### src/rtl/graph_plotter.sv
// graph_plotter: rasterises the polyline P0->P1->...->P(N-1) with Bresenham into a pixel write stream.
// Latency: start edge sampled at E0, first pixel valid after E4; 3-cycle pix_valid gap between segments.
// Backpressure: pixel held stable while o_pix_valid && !o_pix_ready... i.e. until i_pix_ready; stalls indefinitely without loss.
//
// Ports:
//   i_clk, i_rst        clock, synchronous active-high reset
//   i_start             level from the graph generator's `complete`; rising edge starts a run from IDLE
//   o_pt_idx            registered index into the generator's xs/ys read mux
//   i_pt_x, i_pt_y      signed point coordinates for o_pt_idx, sampled one cycle after o_pt_idx changes
//   o_pix_valid/_ready  pixel write stream handshake
//   o_pix_x, o_pix_y    pixel column / row
//   o_busy              high from start acceptance through the DONE cycle
//   o_done              one-cycle pulse after the final pixel transfers
module graph_plotter #(
  parameter int N_POINTS = 64,
  parameter int COORD_W  = 32,
  parameter int SCR_W    = 640,
  parameter int SCR_H    = 480,
  parameter int PX_W     = 10,
  parameter int PY_W     = 9,
  localparam int IDX_W   = $clog2(N_POINTS)
) (
  input  logic                      i_clk,
  input  logic                      i_rst,
  input  logic                      i_start,
  output logic [IDX_W-1:0]          o_pt_idx,
  input  logic signed [COORD_W-1:0] i_pt_x,
  input  logic signed [COORD_W-1:0] i_pt_y,
  output logic                      o_pix_valid,
  input  logic                      i_pix_ready,
  output logic [PX_W-1:0]           o_pix_x,
  output logic [PY_W-1:0]           o_pix_y,
  output logic                      o_busy,
  output logic                      o_done
);

  // Internal Bresenham arithmetic: 12-bit signed coordinates, 13-bit signed error term.
  localparam int CW = 12;
  localparam int EW = 13;

  localparam logic [IDX_W-1:0]          LAST_IDX = IDX_W'(N_POINTS - 1);
  localparam logic signed [COORD_W-1:0] X_MAX    = COORD_W'(SCR_W - 1);
  localparam logic signed [COORD_W-1:0] Y_MAX    = COORD_W'(SCR_H - 1);
  localparam logic signed [CW-1:0]      ONE      = CW'(1);

  typedef enum logic [2:0] {
    S_IDLE,
    S_FETCH_A,
    S_LOAD_A,
    S_LOAD_B,
    S_SETUP,
    S_DRAW,
    S_ADV,
    S_DONE
  } state_t;

  state_t r_state;
  state_t w_state_nxt;

  logic                 r_start_d;
  logic [IDX_W-1:0]     r_pt_idx;

  // Segment start (x0,y0), end (x1,y1) and current pixel (cx,cy), all already clamped.
  logic signed [CW-1:0] r_x0, r_y0;
  logic signed [CW-1:0] r_x1, r_y1;
  logic signed [CW-1:0] r_cx, r_cy;
  logic signed [CW-1:0] r_dx;      // |x1-x0|
  logic signed [CW-1:0] r_dy;      // -|y1-y0|
  logic                 r_sx_neg;  // x steps by -1 when set, else +1
  logic                 r_sy_neg;
  logic signed [EW-1:0] r_err;

  // Saturate a signed coordinate into [0, hi]; the in-range value always fits in CW bits.
  function automatic logic signed [CW-1:0] clamp(input logic signed [COORD_W-1:0] v,
                                                 input logic signed [COORD_W-1:0] hi);
    if (v[COORD_W-1])
      return '0;
    else if (v > hi)
      return hi[CW-1:0];
    else
      return v[CW-1:0];
  endfunction

  logic                 w_start_edge;
  logic                 w_last_seg;
  logic                 w_zero_seg;
  logic signed [CW-1:0] w_ddx, w_ddy;
  logic signed [CW-1:0] w_adx, w_ady;
  logic signed [EW:0]   w_e2;
  logic signed [EW:0]   w_dx_w, w_dy_w;
  logic                 w_step_x, w_step_y;
  logic signed [CW-1:0] w_nx, w_ny;
  logic signed [EW-1:0] w_nerr;
  logic                 w_at_end;
  logic                 w_next_end;
  logic                 w_unused;

  assign w_start_edge = i_start & ~r_start_d;

  // While a segment is set up or drawn, o_pt_idx points at its end point, so the
  // final segment is the one whose end index is N_POINTS-1.
  assign w_last_seg = (r_pt_idx == LAST_IDX);

  assign w_ddx      = r_x1 - r_x0;
  assign w_ddy      = r_y1 - r_y0;
  assign w_adx      = w_ddx[CW-1] ? -w_ddx : w_ddx;
  assign w_ady      = w_ddy[CW-1] ? -w_ddy : w_ddy;
  assign w_zero_seg = (r_x0 == r_x1) && (r_y0 == r_y1);

  // e2 = 2*err needs one extra bit over err.
  assign w_e2     = {r_err, 1'b0};
  assign w_dx_w   = {{(EW + 1 - CW){r_dx[CW-1]}}, r_dx};
  assign w_dy_w   = {{(EW + 1 - CW){r_dy[CW-1]}}, r_dy};
  assign w_step_x = (w_e2 >= w_dy_w);
  assign w_step_y = (w_e2 <= w_dx_w);

  assign w_nx = w_step_x ? (r_sx_neg ? r_cx - ONE : r_cx + ONE) : r_cx;
  assign w_ny = w_step_y ? (r_sy_neg ? r_cy - ONE : r_cy + ONE) : r_cy;

  // Both error contributions apply in the same step.
  assign w_nerr = r_err
                + (w_step_x ? w_dy_w[EW-1:0] : '0)
                + (w_step_y ? w_dx_w[EW-1:0] : '0);

  assign w_at_end   = (r_cx == r_x1) && (r_cy == r_y1);
  assign w_next_end = (w_nx == r_x1) && (w_ny == r_y1);

  // Upper coordinate bits are always zero after clamping; only the screen-width slice is driven out.
  assign w_unused = ^{r_cx[CW-1:PX_W], r_cy[CW-1:PY_W]};

  // ---------------------------------------------------------------------------
  // FSM: state register
  // ---------------------------------------------------------------------------
  always_ff @(posedge i_clk) begin
    if (i_rst)
      r_state <= S_IDLE;
    else
      r_state <= w_state_nxt;
  end

  // ---------------------------------------------------------------------------
  // FSM: next state
  // ---------------------------------------------------------------------------
  always_comb begin
    w_state_nxt = r_state;
    case (r_state)
      S_IDLE:    if (w_start_edge) w_state_nxt = S_FETCH_A;
      S_FETCH_A: w_state_nxt = S_LOAD_A;
      S_LOAD_A:  w_state_nxt = S_LOAD_B;
      S_LOAD_B:  w_state_nxt = S_SETUP;
      // A zero-length intermediate segment has nothing to emit.
      S_SETUP:   w_state_nxt = (w_zero_seg && !w_last_seg) ? S_ADV : S_DRAW;
      S_DRAW: begin
        if (i_pix_ready) begin
          if (w_last_seg) begin
            // The final segment emits its end pixel too.
            if (w_at_end) w_state_nxt = S_DONE;
          end else if (w_next_end) begin
            // Leave as soon as the end pixel would be next: it belongs to the following segment.
            w_state_nxt = S_ADV;
          end
        end
      end
      S_ADV:     w_state_nxt = w_last_seg ? S_DONE : S_LOAD_B;
      S_DONE:    w_state_nxt = S_IDLE;
      default:   w_state_nxt = S_IDLE;
    endcase
  end

  // ---------------------------------------------------------------------------
  // FSM: outputs
  // ---------------------------------------------------------------------------
  always_comb begin
    o_pix_valid = (r_state == S_DRAW);
    o_busy      = (r_state != S_IDLE);
    o_done      = (r_state == S_DONE);
  end

  assign o_pt_idx = r_pt_idx;
  assign o_pix_x  = r_cx[PX_W-1:0];
  assign o_pix_y  = r_cy[PY_W-1:0];

  // ---------------------------------------------------------------------------
  // Datapath
  // ---------------------------------------------------------------------------
  always_ff @(posedge i_clk) begin
    if (i_rst) begin
      r_start_d <= 1'b0;
      r_pt_idx  <= '0;
      r_x0      <= '0;
      r_y0      <= '0;
      r_x1      <= '0;
      r_y1      <= '0;
      r_cx      <= '0;
      r_cy      <= '0;
      r_dx      <= '0;
      r_dy      <= '0;
      r_sx_neg  <= 1'b0;
      r_sy_neg  <= 1'b0;
      r_err     <= '0;
    end else begin
      r_start_d <= i_start;
      case (r_state)
        S_FETCH_A: r_pt_idx <= '0;
        S_LOAD_A: begin
          r_x0     <= clamp(i_pt_x, X_MAX);
          r_y0     <= clamp(i_pt_y, Y_MAX);
          r_pt_idx <= IDX_W'(1);
        end
        S_LOAD_B: begin
          r_x1 <= clamp(i_pt_x, X_MAX);
          r_y1 <= clamp(i_pt_y, Y_MAX);
        end
        S_SETUP: begin
          r_dx     <= w_adx;
          r_dy     <= -w_ady;
          r_sx_neg <= !(r_x0 < r_x1);
          r_sy_neg <= !(r_y0 < r_y1);
          r_err    <= {{(EW - CW){w_adx[CW-1]}}, w_adx} - {{(EW - CW){w_ady[CW-1]}}, w_ady};
          r_cx     <= r_x0;
          r_cy     <= r_y0;
        end
        S_DRAW: begin
          // Hold cur on the final pixel so the output stays put after the last transfer.
          if (i_pix_ready && !(w_last_seg && w_at_end)) begin
            r_cx  <= w_nx;
            r_cy  <= w_ny;
            r_err <= w_nerr;
          end
        end
        S_ADV: begin
          r_x0     <= r_x1;
          r_y0     <= r_y1;
          r_pt_idx <= r_pt_idx + IDX_W'(1);
        end
        default: ;
      endcase
    end
  end

endmodule
### config.mk
export PLATFORM = sky130hd
export DESIGN_NAME = graph_plotter
export DESIGN_NICKNAME = d
export VERILOG_FILES = /design/src/rtl/graph_plotter.sv
export SDC_FILE = /design/constraint.sdc
export NUM_CORES = 1
export LEC_CHECK = 0
export CORE_UTILIZATION = 30
export CTS_CLUSTER_DIAMETER = 150
export DETAILED_ROUTE_END_ITERATION = 10
export PLACE_DENSITY_LB_ADDON = 0.1
export SYNTH_ARGS = -nofsm -noshare
export SYNTH_HDL_FRONTEND = slang
export SYNTH_SLANG_ARGS = --single-unit
### constraint.sdc
create_clock -name i_clk -period 5.88 [get_ports i_clk]
set_input_delay 0.588 -clock i_clk [delete_from_list [all_inputs] [get_ports i_clk]]
set_output_delay 0.588 -clock i_clk [all_outputs]
set_load 0.1 [all_outputs]
# Word level (Yosys, flattened, before mapping)
# Index checks and enable logic that the tools add are counted.
totals:
  regBits: 121
  word_cells: 100
  mem_bits_rw: 0
  input_bits: 68
  latchBits: 0
  memories: 0
  romBits: 0
  out_inout_bits: 28
classes:
  n_shift: 0
  n_mux: 29
  reduce_logical: 17
  n_eq_ne: 19
  bitwise_logic: 2
  order_cmp: 6
  mul: 0
  n_div: 0
  add_sub_neg: 13
op_table:
  columns: ["op", "n"]
  rows:
  - ["12-bit two-way mux", 12]
  - ["12-bit one-hot mux with 2 select lines", 4]
  - ["12-bit == test", 6]
  - ["13-bit two-way mux", 3]
  - ["12-bit negator", 3]
  - ["32-bit by 10-bit greater-than comparator with 1-bit output (second input constant)", 1]
  - ["32-bit by 11-bit greater-than comparator with 1-bit output (second input constant)", 1]
  - ["13-bit adder", 2]
  - ["13-bit one-hot mux with 2 select lines", 1]
  - ["12-bit by 2-bit adder with 12-bit output (second input constant)", 2]
  - ["12-bit less-than comparator", 2]
  - ["3-bit one-hot mux with 8 select lines", 1]
  - ["12-bit subtractor", 2]
  - ["12-bit by 2-bit subtractor with 12-bit output (second input constant)", 2]
  - ["3-bit two-way mux", 6]
  - ["6-bit one-hot mux with 3 select lines", 1]
  - ["14-bit by 12-bit >= comparator with 1-bit output", 1]
  - ["14-bit by 12-bit <= comparator with 1-bit output", 1]
  - ["12-bit by 12-bit subtractor with 13-bit output", 1]
  - ["3-bit == test (second input constant)", 4]
  - ["6-bit by 1-bit adder with 6-bit output (second input constant)", 1]
  - ["3-bit by 2-bit == test with 1-bit output (second input constant)", 2]
  - ["6-bit == test (second input constant)", 1]
  - ["1-bit logical AND", 6]
  - ["14 further kinds", 20]

# Longest topological paths before layout
depth:
  ltp_word: 9
  mapped_depth: 25
  mapped_depth_nobuf: 23

# Worst setup path after synthesis
# Ideal clock, no wire load.
synth_path:
  kind: "reg-to-reg"
  from: "register r_dx[3]"
  to: "register r_err[12]"
  stages_incl_launch_ff: 23
  arrival_ns: 4.742
  path_slack_ns: 1.053
  setup_ns: 0.086
  path_cell_list: "dfxtp_1 -> inv_1 -> ha_1 -> a211oi_1 -> nor2_1 -> o31a_1 -> o311ai_2 -> nand2_1 -> buf_2 -> buf_1 -> nor2_1 -> fa_1 -> ha_1 -> a21o_1 -> a21oi_1 -> nor2b_1 -> o21a_1 -> o41ai_1 -> nor2_1 -> a211oi_1 -> o21ai_0 -> xnor2_1 -> a211oi_1"
synth_via:
  elab_chain_cells: 5
synth_lines:
  columns: ["item", "line", "rtl"]
  rows:
  - ["from (decl)", "67", "logic signed [CW-1:0] r_dx;"]
  - ["from (signal assigned)", "215", "r_dx <= w_adx;"]
  - ["14-bit by 12-bit <= comparator with 1-bit output", "115", "assign w_step_y = (w_e2 <= w_dx_w);"]
  - ["13-bit two-way mux *", "123", "+ (w_step_y ? w_dx_w[EW-1:0] : '0);"]
  - ["13-bit adder *", "123", null]
  - ["13-bit two-way mux *", "225", "if (i_pix_ready && !(w_last_seg && w_at_end)) begin"]
  - ["13-bit one-hot mux with 2 select lines *", "203", "case (r_state)"]
  - ["to (signal assigned)", "219", "r_err <= {{(EW - CW){w_adx[CW-1]}}, w_adx} - {{(EW - CW){w_ady[CW-1]}}, w_ady};"]
  - ["to (signal assigned)", "228", "r_err <= w_nerr;"]
  - ["to (decl)", "71", "logic signed [EW-1:0] r_err;"]
# Every way passes the cells marked *; elsewhere a longest branch is shown, timed or not. The select of a mux whose other input is x is not followed.
# A chain may end at the register's enable or synchronous reset.

# Worst setup path in the final report
layout_path:
  from: "register r_dx[11]"
  to: "register r_err[12]"
# The elaborated chain is that of the path after synthesis.

==> flow_summary.json <==
{
  "crit_chain": "inv_1 > ha_1 > nand4_1 > nor3_1 > or3_1 > o311ai_4 > nand2_1 > buf_4 > nor2_1 > fa_1 > ha_1 > a21o_1 > a21oi_1 > nor2b_1 > o21a_1 > o41ai_2 > nor2_1 > a211oi_1 > o21ai_0 > xnor2_1 > a211oi_1",
  "initial_utilization_pct": 30.6,
  "syn_nets": 1620,
  "fmax_ghz": 0.190,
  "min_path_type": "register to register",
  "internal-power_mw": 2.74,
  "rows": 69,
  "synthDistinctLibCells": 82,
  "nNetsFinal": 1665,
  "vias": 10400,
  "place.gp.congestion": 0.804,
  "peakVddDrop_mv": 0.243,
  "ctsLongestPathBuffers": 2,
  "drt_pass1_iterations": 10,
  "cts.clk_slew.worst_paths_ns": 0.06,
  "finalSetupViolations": 0,
  "powerDensity_nw_per_um2": 400,
  "cp.required_ns": 6.23,
  "htreeDepth": 4,
  "yosysTopAreaCellShare_pct": 22.1,
  "critPathMaxFanout": 12,
  "antenna_cells": 0,
  "syn_area_um2": 11000,
  "fin_crit_sh_pct": 89.3,
  "fp.dieH_um": 193,
  "grt_pass1_wl_um": 57600,
  "rsz0062_at_grt": "false",
  "ys_warn_count": 0,
  "tightest_slew_ns": 1.21,
  "violations": "DRC",
  "clock_latency_ns": 0.44,
  "synthTopCellsByCount": "nor2_1, dfxtp_1, a21oi_1, inv_1, ha_1",
  "skew_ns": 0.00801,
  "slowest_stage": "fa_1",
  "grt_pass1_vias": 9892,
  "critPathKind": "register to register",
  "synthTopCellsByArea": "dfxtp_1, ha_1, xnor2_1, nor2_1, a21oi_1",
  "antenna_found_initial": 0,
  "nFillCells": 3848,
  "pwr-share-seq_pct": 17.5,
  "p_leak_nw": 5.02,
  "switchingPower_mw": 2.37,
  "grt_usage_pct": 20.3,
  "status": "complete, but fails checks",
  "critPathCaptureType": "register",
  "dp_hpwl_um": 28300,
  "tritoncts": "built",
  "critPathLaunchType": "register",
  "dieArea_um2": 37300,
  "detail-route-antenna-nets": 0,
  "area_delta_synth_final_pct": 16.8,
  "avgSynthCellArea_um2": 7.62,
  "drv_slew": 0,
  "final_util_pct": 35.8,
  "grt_overflow": 0,
  "async_flop_share_pct": 0,
  "numCtsBuffers": 17,
  "ys_seq_elements": 121,
  "synth_ff_type": "dfxtp_1",
  "dp_cells": 1924,
  "boundaryPins": 96,
  "finalCriticalPeriod_ns": 5.25,
  "cts.sinks": 121,
  "viasPerCell": 5.30,
  "synth_edf_count": 0,
  "slowest_delay_ns": 0.45,
  "grt_max_degree": 66,
  "cp.arrival_ns": 5.60,
  "synthCells": 1437,
  "final.setup.tns_ns": 0,
  "cts-root-buf": "clkbuf_16",
  "detail_route.iter0.violations": 613,
  "cts_setup_buffers": 0,
  "port_buffers": 95,
  "p_sw_share_pct": 46.4,
  "final_cells": 1954,
  "yosys.area.top_type": "dfxtp_1",
  "power_frac_clock_pct": 21.0,
  "yosysMostFrequentCell": "nor2_1",
  "coreArea_um2": 35700,
  "slew_headroom_pct": 17.5,
  "p_comb_share_pct": 61.4,
  "seq_area_frac_synth_pct": 22.1,
  "finalPower_mw": 5.11,
  "routed_wl_um": 36700,
  "drv_cap": 0,
  "drive_gt1_share_pct": 5.16,
  "routedWlPerCell_um": 18.8,
  "drc": 2,
  "die_width_um": 193,
  "hold_viol_final": 0
}
state kept, by name, indices dropped and copies added, names as in the netlist:
register and flops:
r_start_d 1, r_state 3, r_y0 12, r_cy 12, r_x1 12, r_cx 12
r_dx 12, r_err 13, r_x0 12, r_sx_neg 1, r_sy_neg 1, o_pt_idx 6
r_y1 12, r_dy 12
path summary, 6_finish.rpt:
check / cells after the start / to / from / slack [ns]
setup reg to reg: 21 / r_err[12]$_SDFFE_PP0P_ / r_dx[11]$_SDFFE_PP0P_ / 0.63
hold / removal: 2 / r_dy[1]$_SDFFE_PP0P_ / r_dy[1]$_SDFFE_PP0P_ / 0.46
setup / recovery: 21 / r_err[12]$_SDFFE_PP0P_ / r_dx[11]$_SDFFE_PP0P_ / 0.63
hold reg to reg: 2 / r_dy[1]$_SDFFE_PP0P_ / r_dy[1]$_SDFFE_PP0P_ / 0.46
cells by family (layout without fill, tap and decap cells):
| logic type | after synthesis | in the layout | share of synthesized area (%) |
|---|---|---|---|
| xor gates and xnor gates | 123 | 123 | 10.0 |
| muxes | 8 | 8 | 0.743 |
| adders and majority gates | 115 | 115 | 14.4 |
| buffers and inverters | 186 | 242 | 7.14 |
| DFF | 121 | 121 | 22.1 |
| and+or+nand+nor | 461 | 461 | 19.9 |
| AOI/OAI and AO/OA | 423 | 423 | 25.6 |
power by group through the flow:
| stage | combinational, mW | clock (mW) | sequential, mW |
|---|---|---|---|
| global placement | 3.16 | 0 | 0.914 |
| CTS | 3.15 | 1.10 | 0.896 |
| floorplan | 2.32 | 0 | 0.895 |
| finish | 3.14 | 1.08 | 0.897 |
| global route | 3.48 | 1.14 | 0.901 |
| detailed placement | 3.14 | 0 | 0.914 |
stage by stage:
| step | area [um^2] | hold slack (ns) | setup WS (ns) |
|---|---|---|---|
| after global routing | 12800 | 0.474 | 0.179 |
| after floorplan | 11000 | 0.432 | 1.05 |
| final | 12800 | 0.457 | 0.629 |
| after CTS | 12800 | 0.458 | 0.275 |
| after detailed placement | 12200 | 0.449 | 0.316 |
| after global placement | 12200 | 0.441 | 0.447 |
routing by layer:
layer | up-vias | share of wire (%) | routed length, um | track usage (%)
met4 | 0 | 1.3 | 467 | 4.72
met5 | - | 0 | 0 | 0
met2 | 243 | 45 | 16700 | 32.1
met3 | 27 | 4.4 | 1610 | 3.40
met1 | 4895 | 49 | 17900 | 28.7
li1 | 5191 | - | - | -
repair_timing:
item,in CTS,in global routing
gates resized for setup,0,2
hold buffers,0,0
endpoints found under the setup margin,0,2
cell usage in the layout (no fill, tap or decap), drive strengths merged, types with 11 or more instances in the layout:
| master | count |
|---|---|
| a211oi | 59 |
| a21o | 24 |
| a21oi | 109 |
| a31oi | 13 |
| and3 | 13 |
| buf | 18 |
| clkbuf | 23 |
| clkdlybuf4s50 | 93 |
| dfxtp | 121 |
| fa | 18 |
| ha | 97 |
| inv | 100 |
| nand2 | 96 |
| nand2b | 11 |
| nand3 | 32 |
| nand4 | 25 |
| nor2 | 178 |
| nor2b | 19 |
| nor3 | 32 |
| nor4 | 15 |
| o21a | 20 |
| o21ai | 91 |
| o21bai | 25 |
| xnor2 | 84 |
| xor2 | 39 |
layout make-up:
cell class / count / area [um^2] / area share (%)
sequential: 121 / 2420 / 18.9
timing repair buffer: 111 / 1070 / 8.33
tap: 461 / 577 / 4.51
inverter: 101 / 379 / 2.96
clock inverter: 7 / 92.6 / 0.724
clock buffer: 23 / 488 / 3.81
multi-input combinational: 1130 / 7770 / 60.7
worst max-delay path: cells and delay by family, from the launching register on:
family                     cells  cell delay, ns
adders and majority gates      3            1.12
buffers and inverters          2            0.31
xor gates and xnor gates       1            0.16
AOI/OAI and AO/OA              8            2.13
and+or+nand+nor                7            1.10
DFF                            1            0.33
Note: power is estimated with default switching activity, not from simulation.
